$ cat src/rtl/mem_arbiter_n.sv
// mem_arbiter_n: CH-channel arbiter in front of one shared synchronous
// memory with a 1-cycle registered read, fixed-priority or round-robin.
//
// Ports:
//   clock, reset_n      system clock, async active-low reset
//   req/we/lock [CH]    per-channel request, write strobe, grant lock
//   addr [CH*AW]        per-channel address, channel i at [i*AW +: AW]
//   wdata [CH*DW]       per-channel write data, channel i at [i*DW +: DW]
//   ack [CH]            combinational one-hot grant (accept = req & ack)
//   rvalid [CH]         one-hot read-return strobe, 2 cycles after accept
//   rdata [DW]          read data (mem_q passthrough)
//   mem_a/mem_d/mem_we  registered memory address, write data, write enable
//   mem_q [DW]          memory read data, valid the cycle after mem_a
module mem_arbiter_n #(
   parameter int CH   = 2,
   parameter int AW   = 16,
   parameter int DW   = 8,
   parameter int MODE = 0
) (
   input  logic             clock,
   input  logic             reset_n,
   input  logic [CH-1:0]    req,
   input  logic [CH-1:0]    we,
   input  logic [CH-1:0]    lock,
   input  logic [CH*AW-1:0] addr,
   input  logic [CH*DW-1:0] wdata,
   output logic [CH-1:0]    ack,
   output logic [CH-1:0]    rvalid,
   output logic [DW-1:0]    rdata,
   output logic [AW-1:0]    mem_a,
   output logic [DW-1:0]    mem_d,
   output logic             mem_we,
   input  logic [DW-1:0]    mem_q
);

   localparam int IW = (CH > 1) ? $clog2(CH) : 1;
   localparam logic [CH-1:0] ONE = {{(CH-1){1'b0}}, 1'b1};

   logic [IW-1:0] r_rr;
   logic [IW-1:0] r_own;
   logic          r_own_v;
   logic [AW-1:0] r_mem_a;
   logic [DW-1:0] r_mem_d;
   logic          r_mem_we;
   logic          r_s1_v;
   logic [IW-1:0] r_s1_ch;
   logic          r_s2_v;
   logic [IW-1:0] r_s2_ch;

   logic          w_lock_hit;
   logic          w_found;
   logic [IW-1:0] w_gsel;
   logic [IW-1:0] w_cand;

   // Lock holds only for the channel accepted on the previous edge,
   // and only while it still drives both lock and req.
   assign w_lock_hit = r_own_v & lock[r_own] & req[r_own];

   always_comb begin
      w_found = 1'b0;
      w_gsel  = '0;
      w_cand  = '0;
      if (w_lock_hit) begin
         w_found = 1'b1;
         w_gsel  = r_own;
      end else if (MODE == 0) begin
         for (int i = 0; i < CH; i++) begin
            if (!w_found && req[i]) begin
               w_found = 1'b1;
               w_gsel  = IW'(i);
            end
         end
      end else begin
         // Search starts one past the last normally granted channel.
         for (int k = 0; k < CH; k++) begin
            w_cand = IW'((int'(r_rr) + 1 + k) % CH);
            if (!w_found && req[w_cand]) begin
               w_found = 1'b1;
               w_gsel  = w_cand;
            end
         end
      end
   end

   assign ack    = w_found ? (ONE << w_gsel) : '0;
   assign rvalid = r_s2_v ? (ONE << r_s2_ch) : '0;
   assign rdata  = mem_q;
   assign mem_a  = r_mem_a;
   assign mem_d  = r_mem_d;
   assign mem_we = r_mem_we;

   always_ff @(posedge clock or negedge reset_n) begin
      if (!reset_n) begin
         r_rr     <= IW'(CH - 1);
         r_own    <= '0;
         r_own_v  <= 1'b0;
         r_mem_a  <= '0;
         r_mem_d  <= '0;
         r_mem_we <= 1'b0;
         r_s1_v   <= 1'b0;
         r_s1_ch  <= '0;
         r_s2_v   <= 1'b0;
         r_s2_ch  <= '0;
      end else begin
         r_own_v <= w_found;
         if (w_found) begin
            r_own <= w_gsel;
         end
         // Locked wins leave the round-robin pointer alone.
         if (w_found && !w_lock_hit) begin
            r_rr <= w_gsel;
         end
         if (w_found) begin
            r_mem_a  <= addr[int'(w_gsel)*AW +: AW];
            r_mem_d  <= wdata[int'(w_gsel)*DW +: DW];
            r_mem_we <= we[w_gsel];
         end else begin
            r_mem_we <= 1'b0;
         end
         r_s1_v  <= w_found & ~we[w_gsel];
         r_s1_ch <= w_gsel;
         r_s2_v  <= r_s1_v;
         r_s2_ch <= r_s1_ch;
      end
   end

endmodule

$ cat config.mk
export PLATFORM = sky130hd
export DESIGN_NAME = mem_arbiter_n
export DESIGN_NICKNAME = d
export VERILOG_FILES = /design/src/rtl/mem_arbiter_n.sv
export SDC_FILE = /design/constraint.sdc
export NUM_CORES = 1
export LEC_CHECK = 0
export ABC_AREA = 0
export BUFFER_PORTS_ARGS = -buffer_cell sky130_fd_sc_hd__buf_2
export CAP_MARGIN = 10
export CORE_UTILIZATION = 30
export DETAILED_ROUTE_END_ITERATION = 8
export SLEW_MARGIN = 20
export SYNTH_ARGS = -nofsm -noshare
export SYNTH_HDL_FRONTEND = slang
export SYNTH_SLANG_ARGS = --single-unit
$ cat constraint.sdc
create_clock -name clock -period 3 [get_ports clock]
set_input_delay 0.6 -clock clock [delete_from_list [all_inputs] [get_ports clock]]
set_output_delay 0.6 -clock clock [all_outputs]
set_load 0.01 [all_outputs]
* Word level (Yosys, flattened, before mapping) *
Index checks and enable logic that the tools add are counted.

storage, ports and cells
  output and inout port bits = 37
  bits of input ports = 64
  logic and storage cells = 36
  flip-flop bits (word level) = 31

operators by class
  multiplexer cells = 15
  shift operators = 4
  reduce and logical (&&, ||, !) cells = 2
  order comparisons = 2
  bitwise gates (word level) = 4

operator list
  kind                                                                  count
  32-bit by 6-bit variable part select with 16-bit output               1
  16-bit by 5-bit variable part select with 8-bit output                1
  1-bit 2-to-1 mux                                                      13
  1-bit by 2-bit < comparator with 1-bit output, second input constant  2
  2-bit 2-to-1 mux                                                      2
  1-bit by 1-bit << shifter with 2-bit output, first input constant     2
  1-bit AND                                                             3
  1-bit logical AND                                                     1
  1-bit logical NOT                                                     1
  1-bit NOT                                                             1

* Longest topological paths before layout *
Gate-level depths: netlist of run 1.

  word-level depth = 13
  mapped depth = 5
  mapped depth without buffers = 3

* Worst setup path before layout of run 1 *
No wires, ideal clock.

  path kind = input to output
  start = input req[0]
  end = output ack[1]
  data arrival time = 1.243 ns
  path buffers = 2
  stages on the path = 3
  slack = 1.157 ns
  required time = 2.400 ns
  path through = buf_2 > buf_1 > o21ai_0

between the ends
  word-level cells in the longest chain between the ends = 8
  elaborated cells on any way between the ends = 13
  classes of those cells = shift (1); mux (9); bitwise (1); reduce/logical (2)

ends and longest elaborated chain
  what                                         RTL line  RTL
  start, declared                              22        input logic [CH-1:0] req,
  1-bit 2-to-1 mux                             68        if (!w_found && req[i]) begin
  1-bit 2-to-1 mux                             63        if (w_lock_hit) begin
  1-bit logical NOT                            68
  1-bit logical AND                            68
  1-bit 2-to-1 mux                             68
  1-bit 2-to-1 mux                             63
  1-bit by 1-bit << shifter with 2-bit output  85        assign ack = w_found ? (ONE << w_gsel) : '0;
  2-bit 2-to-1 mux *                           85
  end, declared                                27        output logic [CH-1:0] ack,

Every way passes the cells marked *; elsewhere a longest branch is shown, timed or not. The select of a mux whose other input is x is not followed.

* Worst setup path after layout of run 1 *
  start = input req[1]
  end = output ack[0]

between the ends
  word-level cells in the longest chain between the ends = 6
  elaborated cells on any way between the ends = 10
  classes of those cells = shift (1); mux (7); bitwise (1); reduce/logical (1)

ends and longest elaborated chain
  what                                                  RTL line  RTL
  1-bit 2-to-1 mux (implied by the code) (2 in series)  57        assign w_lock_hit = r_own_v & lock[r_own] & req[r_own];
  1-bit AND                                             57
  1-bit 2-to-1 mux                                      63
  1-bit by 1-bit << shifter with 2-bit output           85
  2-bit 2-to-1 mux *                                    85

Marked as above.

==> results of run 1 <==
metal layers:
metal,vias to the layer above,share of wire,GRT usage
met5,-,0,0
met3,8,0.070,0.0442
met1,644,0.45,0.170
met2,60,0.46,0.264
li1,647,-,-
met4,0,0.019,0.0650
critical path, cell delays in order:
cell and delay [ns]:
buf_2 0.28, nand4_1 0.20, and2_1 0.21, buf_2 0.14
through the flow:
step           total power, mW  std cells  worst slack [ns]  hold WS (ns)  utilization
6_report                  1.13        281             0.965         0.350        0.406
4_1_cts                   1.15        281             0.941         0.352        0.406
3_5_place_dp             0.715        273             0.922         0.337        0.383
2_1_floorplan            0.626        138              1.16         0.304            -
5_1_grt                   1.19        281             0.911         0.362        0.406
3_3_place_gp             0.711        273             0.929         0.333        0.383
synthesized netlist by cell type, drive strengths merged:
cell type	n	area, um^2
nor2b	1	6.26
and4	1	11.3
o21ai	3	15.0
dfrtp	31	776
inv	3	11.3
a22o	2	17.5
nor2	25	93.8
nand4	1	6.26
mux2i	24	240
buf	20	161
or2	1	6.26
and2	2	12.5
a221o	24	240
layout make-up:
| type | instances | share of cell area |
|---|---|---|
| flip-flops and latches | 31 | 0.374 |
| multi-input cells | 84 | 0.313 |
| repair buffers | 85 | 0.208 |
| well taps | 70 | 0.0423 |
| clock buffers | 6 | 0.0399 |
| clock inverters | 2 | 0.0169 |
| inverters | 3 | 0.00543 |
power breakdown:
part | leakage, nW | internal (mW) | total (mW) | switching [mW]
Clock | 0.0612 | 0.268 | 0.421 | 0.153
Sequential | 0.373 | 0.461 | 0.482 | 0.0209
Combinational | 0.657 | 0.109 | 0.222 | 0.113
how the worst min path moves through the flow:
stage,from,to,slack [ns],cells after the start
global route,r_s1_ch,r_s2_ch,0.36,0
CTS,r_s1_ch,r_s2_ch,0.35,0
floorplan,reset_n,mem_a[0],0.30,0
finish,r_s1_ch,r_s2_ch,0.35,0
global placement,r_s1_ch,r_s2_ch,0.33,0
detailed placement,r_s1_ch,r_s2_ch,0.34,0
registers in the layout, indices dropped and copies added, names as in the netlist:
signal   flops
r_s2_v       1
mem_a       16
r_own        1
r_s1_ch      1
r_s1_v       1
r_own_v      1
mem_we       1
r_s2_ch      1
mem_d        8
cells by family (layout without fill, tap and decap cells):
group | after synthesis | in the layout | share of synthesized area
buffers and inverters | 23 | 96 | 0.108
DFF | 31 | 31 | 0.486
muxes | 24 | 24 | 0.150
AOI/OAI and AO/OA | 29 | 29 | 0.171
and+or+nand+nor | 31 | 31 | 0.0854
==> results.py, run 1 <==
metrics = {
    "detailed_routing": {
        "vias": 1359,
        "final_antenna_net_count": 0,
        "firstDrtPassIters": 4,
        "viasPerCell": 4.84,
        "drt_iter0_drc": 49,
        "remaining_drc_errors": 0,
        "wl_per_cell_um": 14.0,
        "wl_mm": 3.93,
    },
    "pwr": {
        "vdd_drop_max_uv": 212,
        "power_density_nw_per_um2": 543,
        "leakage_nw": 1.09,
    },
    "layout": {
        "area_growth_pct": 29.7,
        "layout_commonest_cell": "buf_2",
        "drive_above_1_share": 0.450,
        "final_area_um2": 2070,
        "num-fill-cells": 532,
        "layout_common_cells": "buf_2 (83), dfrtp_1 (31), nor2_1 (25), mux2i_1 (24), a221o_1 (24)",
        "multi_input_area_um2": 649,
        "nets": 274,
        "n_antenna_cell": 0,
        "seq_area_um2": 776,
    },
    "timing": {
        "min_period_ns": 2.03,
        "rsz0062_at_grt": "no",
        "setup_viol": 0,
        "setup-tns-final_ns": 0,
        "max_slew_margin": 0.540,
        "fmax_ghz": 0.491,
        "worst_slew_pin_slew_ns": 0.690,
        "finalHoldViolCount": 0,
        "drv_slew": 0,
        "fin_skew_ns": 0.00466,
        "period_share": 0.678,
    },
    "global_route": {
        "antenna_found_initial": 0,
        "grt_overflow": 0,
        "grt_pass1_wl_mm": 6.22,
        "grt_pass1_vias": 1340,
        "grt.total_usage": 0.151,
        "grt_max_degree": 32,
    },
    "die": {
        "die_y_um": 75.0,
        "io_pins": 101,
        "chipWidth_um": 75.0,
        "core_um2": 5110,
        "start_util": 0.313,
        "fp-row-count": 26,
        "die_area_um2": 5620,
    },
    "worst_setup_path": {
        "r2r_cells": 4,
        "worstPathRequired_ns": 2.40,
        "worstReg2RegEnd": "mem_a[11]",
        "crit_start": "req[1]",
        "rrSetupSlack_ns": 1.59,
        "path_max_fanout": 12,
        "regToRegStartpoint": "r_own_v",
        "critPathCaptureType": "output pin",
        "path_class": "in -> out",
        "cp_data_arrival_time_ns": 1.43,
        "endpoint": "ack[0]",
        "cp-start-kind": "primary input",
    },
    "clocking": {
        "cts_tree": "done",
        "ctsHoldBuffers": 0,
        "numCtsBuffers": 5,
        "clk_path_buf_depth": 2,
        "clockRootBuffer": "clkbuf_8",
        "cts_sinks": 31,
        "h-tree-depth": 2,
        "cts_resized": 0,
        "clk_latency_ns": 0.28,
        "cts.reportedPaths.clkPinSlew_ns": 0.07,
        "cts_setup_buffers": 0,
    },
    "placement": {
        "port_buffers": 83,
        "dp_hpwl_mm": 2.72,
        "gp_congestion": 0.712,
        "dpl_cell_area_um2": 1950,
    },
    "yosys": {
        "syn-num-nets": 202,
        "synth.avg_cell_area_um2": 11.6,
        "netlist_area_um2": 1600,
        "yosys_warnings": 0,
        "yosysSeqAreaShare": 0.486,
        "ys_ff_latch": 31,
        "yosys.cell_types.count": 16,
        "synth_cells": 138,
    },
    "worst_hold_path": {
        "hold_path.class": "reg -> reg",
    },
    "run": {
        "drv_cap": 0,
    },
    "run_status": {
        "outcome": "completed",
    },
}
(Power assumes the default switching activity.)
==> inputs of run 2 (changes only) <==
==> constraint.sdc (replaced) <==
create_clock -name clock -period 2 [get_ports clock]
set_input_delay 0.4 -clock clock [delete_from_list [all_inputs] [get_ports clock]]
set_output_delay 0.4 -clock clock [all_outputs]
set_load 0.01 [all_outputs]
==> results.py, run 2 (synthesized netlist as in run 1, its figures left out) <==
metrics = {
    "worst_setup_path": {
        "worstPathCellList": "nand4_1, and2_1, buf_2",
        "cp_data_arrival_time_ns": 1.20,
        "path_class": "reg -> out",
        "worstPathRequired_ns": 1.60,
        "cp-start-kind": "flop",
        "critPathCaptureType": "output pin",
        "crit_path_max_incr_delay_ns": 0.38,
        "crit_slowest_cell": "dfrtp_1",
        "path_max_fanout": 5,
    },
    "placement": {
        "gp_congestion": 0.718,
        "dp_cells": 276,
        "dp_hpwl_mm": 2.75,
        "post-place-ws_ns": 0.437,
        "port_buffers": 83,
        "dpl_cell_area_um2": 1980,
    },
    "layout": {
        "nets": 277,
        "n_antenna_cell": 0,
        "final_area_um2": 2090,
        "largest_reg_flops": 16,
        "drive_above_1_share": 0.458,
        "layout_commonest_cell": "buf_2",
        "area_growth_pct": 30.8,
        "finalNonFillerCells": 284,
        "num-fill-cells": 511,
        "multi_input_area_um2": 649,
        "final_core_util": 0.409,
        "seq_area_um2": 776,
        "layout_common_cells": "buf_2 (83), dfrtp_1 (31), nor2_1 (25), mux2i_1 (24), a221o_1 (24)",
    },
    "clocking": {
        "clockRootBuffer": "clkbuf_8",
        "cts_resized": 0,
        "cts_sinks": 31,
        "cts_tree": "done",
        "cts.reportedPaths.clkPinSlew_ns": 0.07,
        "numCtsBuffers": 5,
        "ctsHoldBuffers": 0,
        "cts_setup_buffers": 0,
        "h-tree-depth": 2,
        "clk_path_buf_depth": 2,
        "clk_latency_ns": 0.28,
    },
    "timing": {
        "drv_slew": 0,
        "setup-tns-final_ns": 0,
        "setup_viol": 0,
        "max_slew_margin": 0.547,
        "fmax_ghz": 0.626,
        "worst_slew_pin_slew_ns": 0.679,
        "fin_skew_ns": 0.00683,
        "period_share": 0.799,
        "rsz0062_at_grt": "no",
        "setup_ws_ns": 0.402,
        "hold_ws_ns": 0.160,
        "min_period_ns": 1.60,
        "finalHoldViolCount": 0,
    },
    "die": {
        "die_area_um2": 5620,
        "core_um2": 5110,
        "chipWidth_um": 75.0,
        "io_pins": 101,
        "die_y_um": 75.0,
        "start_util": 0.313,
        "fp-row-count": 26,
    },
    "global_route": {
        "grt_overflow": 0,
        "grt_max_degree": 32,
        "grt_pass1_vias": 1280,
        "grt_pass1_wl_mm": 5.99,
        "grt.total_usage": 0.145,
        "antenna_found_initial": 0,
    },
    "run": {
        "drv_cap": 0,
    },
    "worst_hold_path": {
        "hold_path.class": "in -> async",
    },
    "pwr": {
        "power_mw": 1.67,
        "netSwitchingPower_uw": 437,
        "vdd_drop_max_uv": 267,
        "p_seq_frac": 0.434,
        "clockPowerShare": 0.364,
        "leakage_nw": 1.10,
        "power_density_nw_per_um2": 798,
        "comb_power_share": 0.202,
        "p_int_mw": 1.23,
        "switching_share": 0.262,
    },
    "detailed_routing": {
        "wl_mm": 3.93,
        "wl_per_cell_um": 13.8,
        "remaining_drc_errors": 0,
        "firstDrtPassIters": 4,
        "drt_iter0_drc": 45,
        "vias": 1355,
        "final_antenna_net_count": 0,
        "viasPerCell": 4.77,
    },
    "run_status": {
        "outcome": "completed",
    },
}
run 2: per-layer routing:
layer	global-route usage	vias up	routed length, um
li1	-	652	-
met1	0.165	634	1710
met2	0.251	63	1900
met3	0.0415	6	256
met4	0.0671	0	55
met5	0	-	0
run 2: layout make-up:
type                            count  share of cell area
Clock inverter                      3              0.0210
Inverter                            3             0.00539
Sequential cell                    31               0.371
Tap cell                           70              0.0419
Timing Repair Buffer               88               0.217
Multi-Input combinational cell     84               0.311
Clock buffer                        5              0.0329
run 2: worst paths after layout:
path,from,to,slack [ns],cells past startpoint
max in group asynchronous,reset_n,mem_d[5],1.40,1
worst max-delay path,r_own_v,ack[0],0.40,3
worst min register to register,r_s1_v,r_s2_v,0.35,0
min in group clock,addr[2],mem_a[2],0.35,2
worst max register to register,r_own,mem_a[15],0.59,4
worst min-delay path,reset_n,mem_a[6],0.16,1
run 2: power groups by stage:
stage	registers [mW]	logic [mW]	clock network, mW
6_report	0.723	0.337	0.607
5_1_grt	0.731	0.375	0.654
4_1_cts	0.723	0.344	0.632
3_5_place_dp	0.734	0.343	0
3_3_place_gp	0.733	0.339	0
2_1_floorplan	0.761	0.178	0
run 2: worst max-delay path: cells and delay by family (launching register included):
| kind | cells | cell delay, ns |
|---|---|---|
| simple gates | 2 | 0.37 |
| flops | 1 | 0.38 |
| buf+inv | 1 | 0.16 |
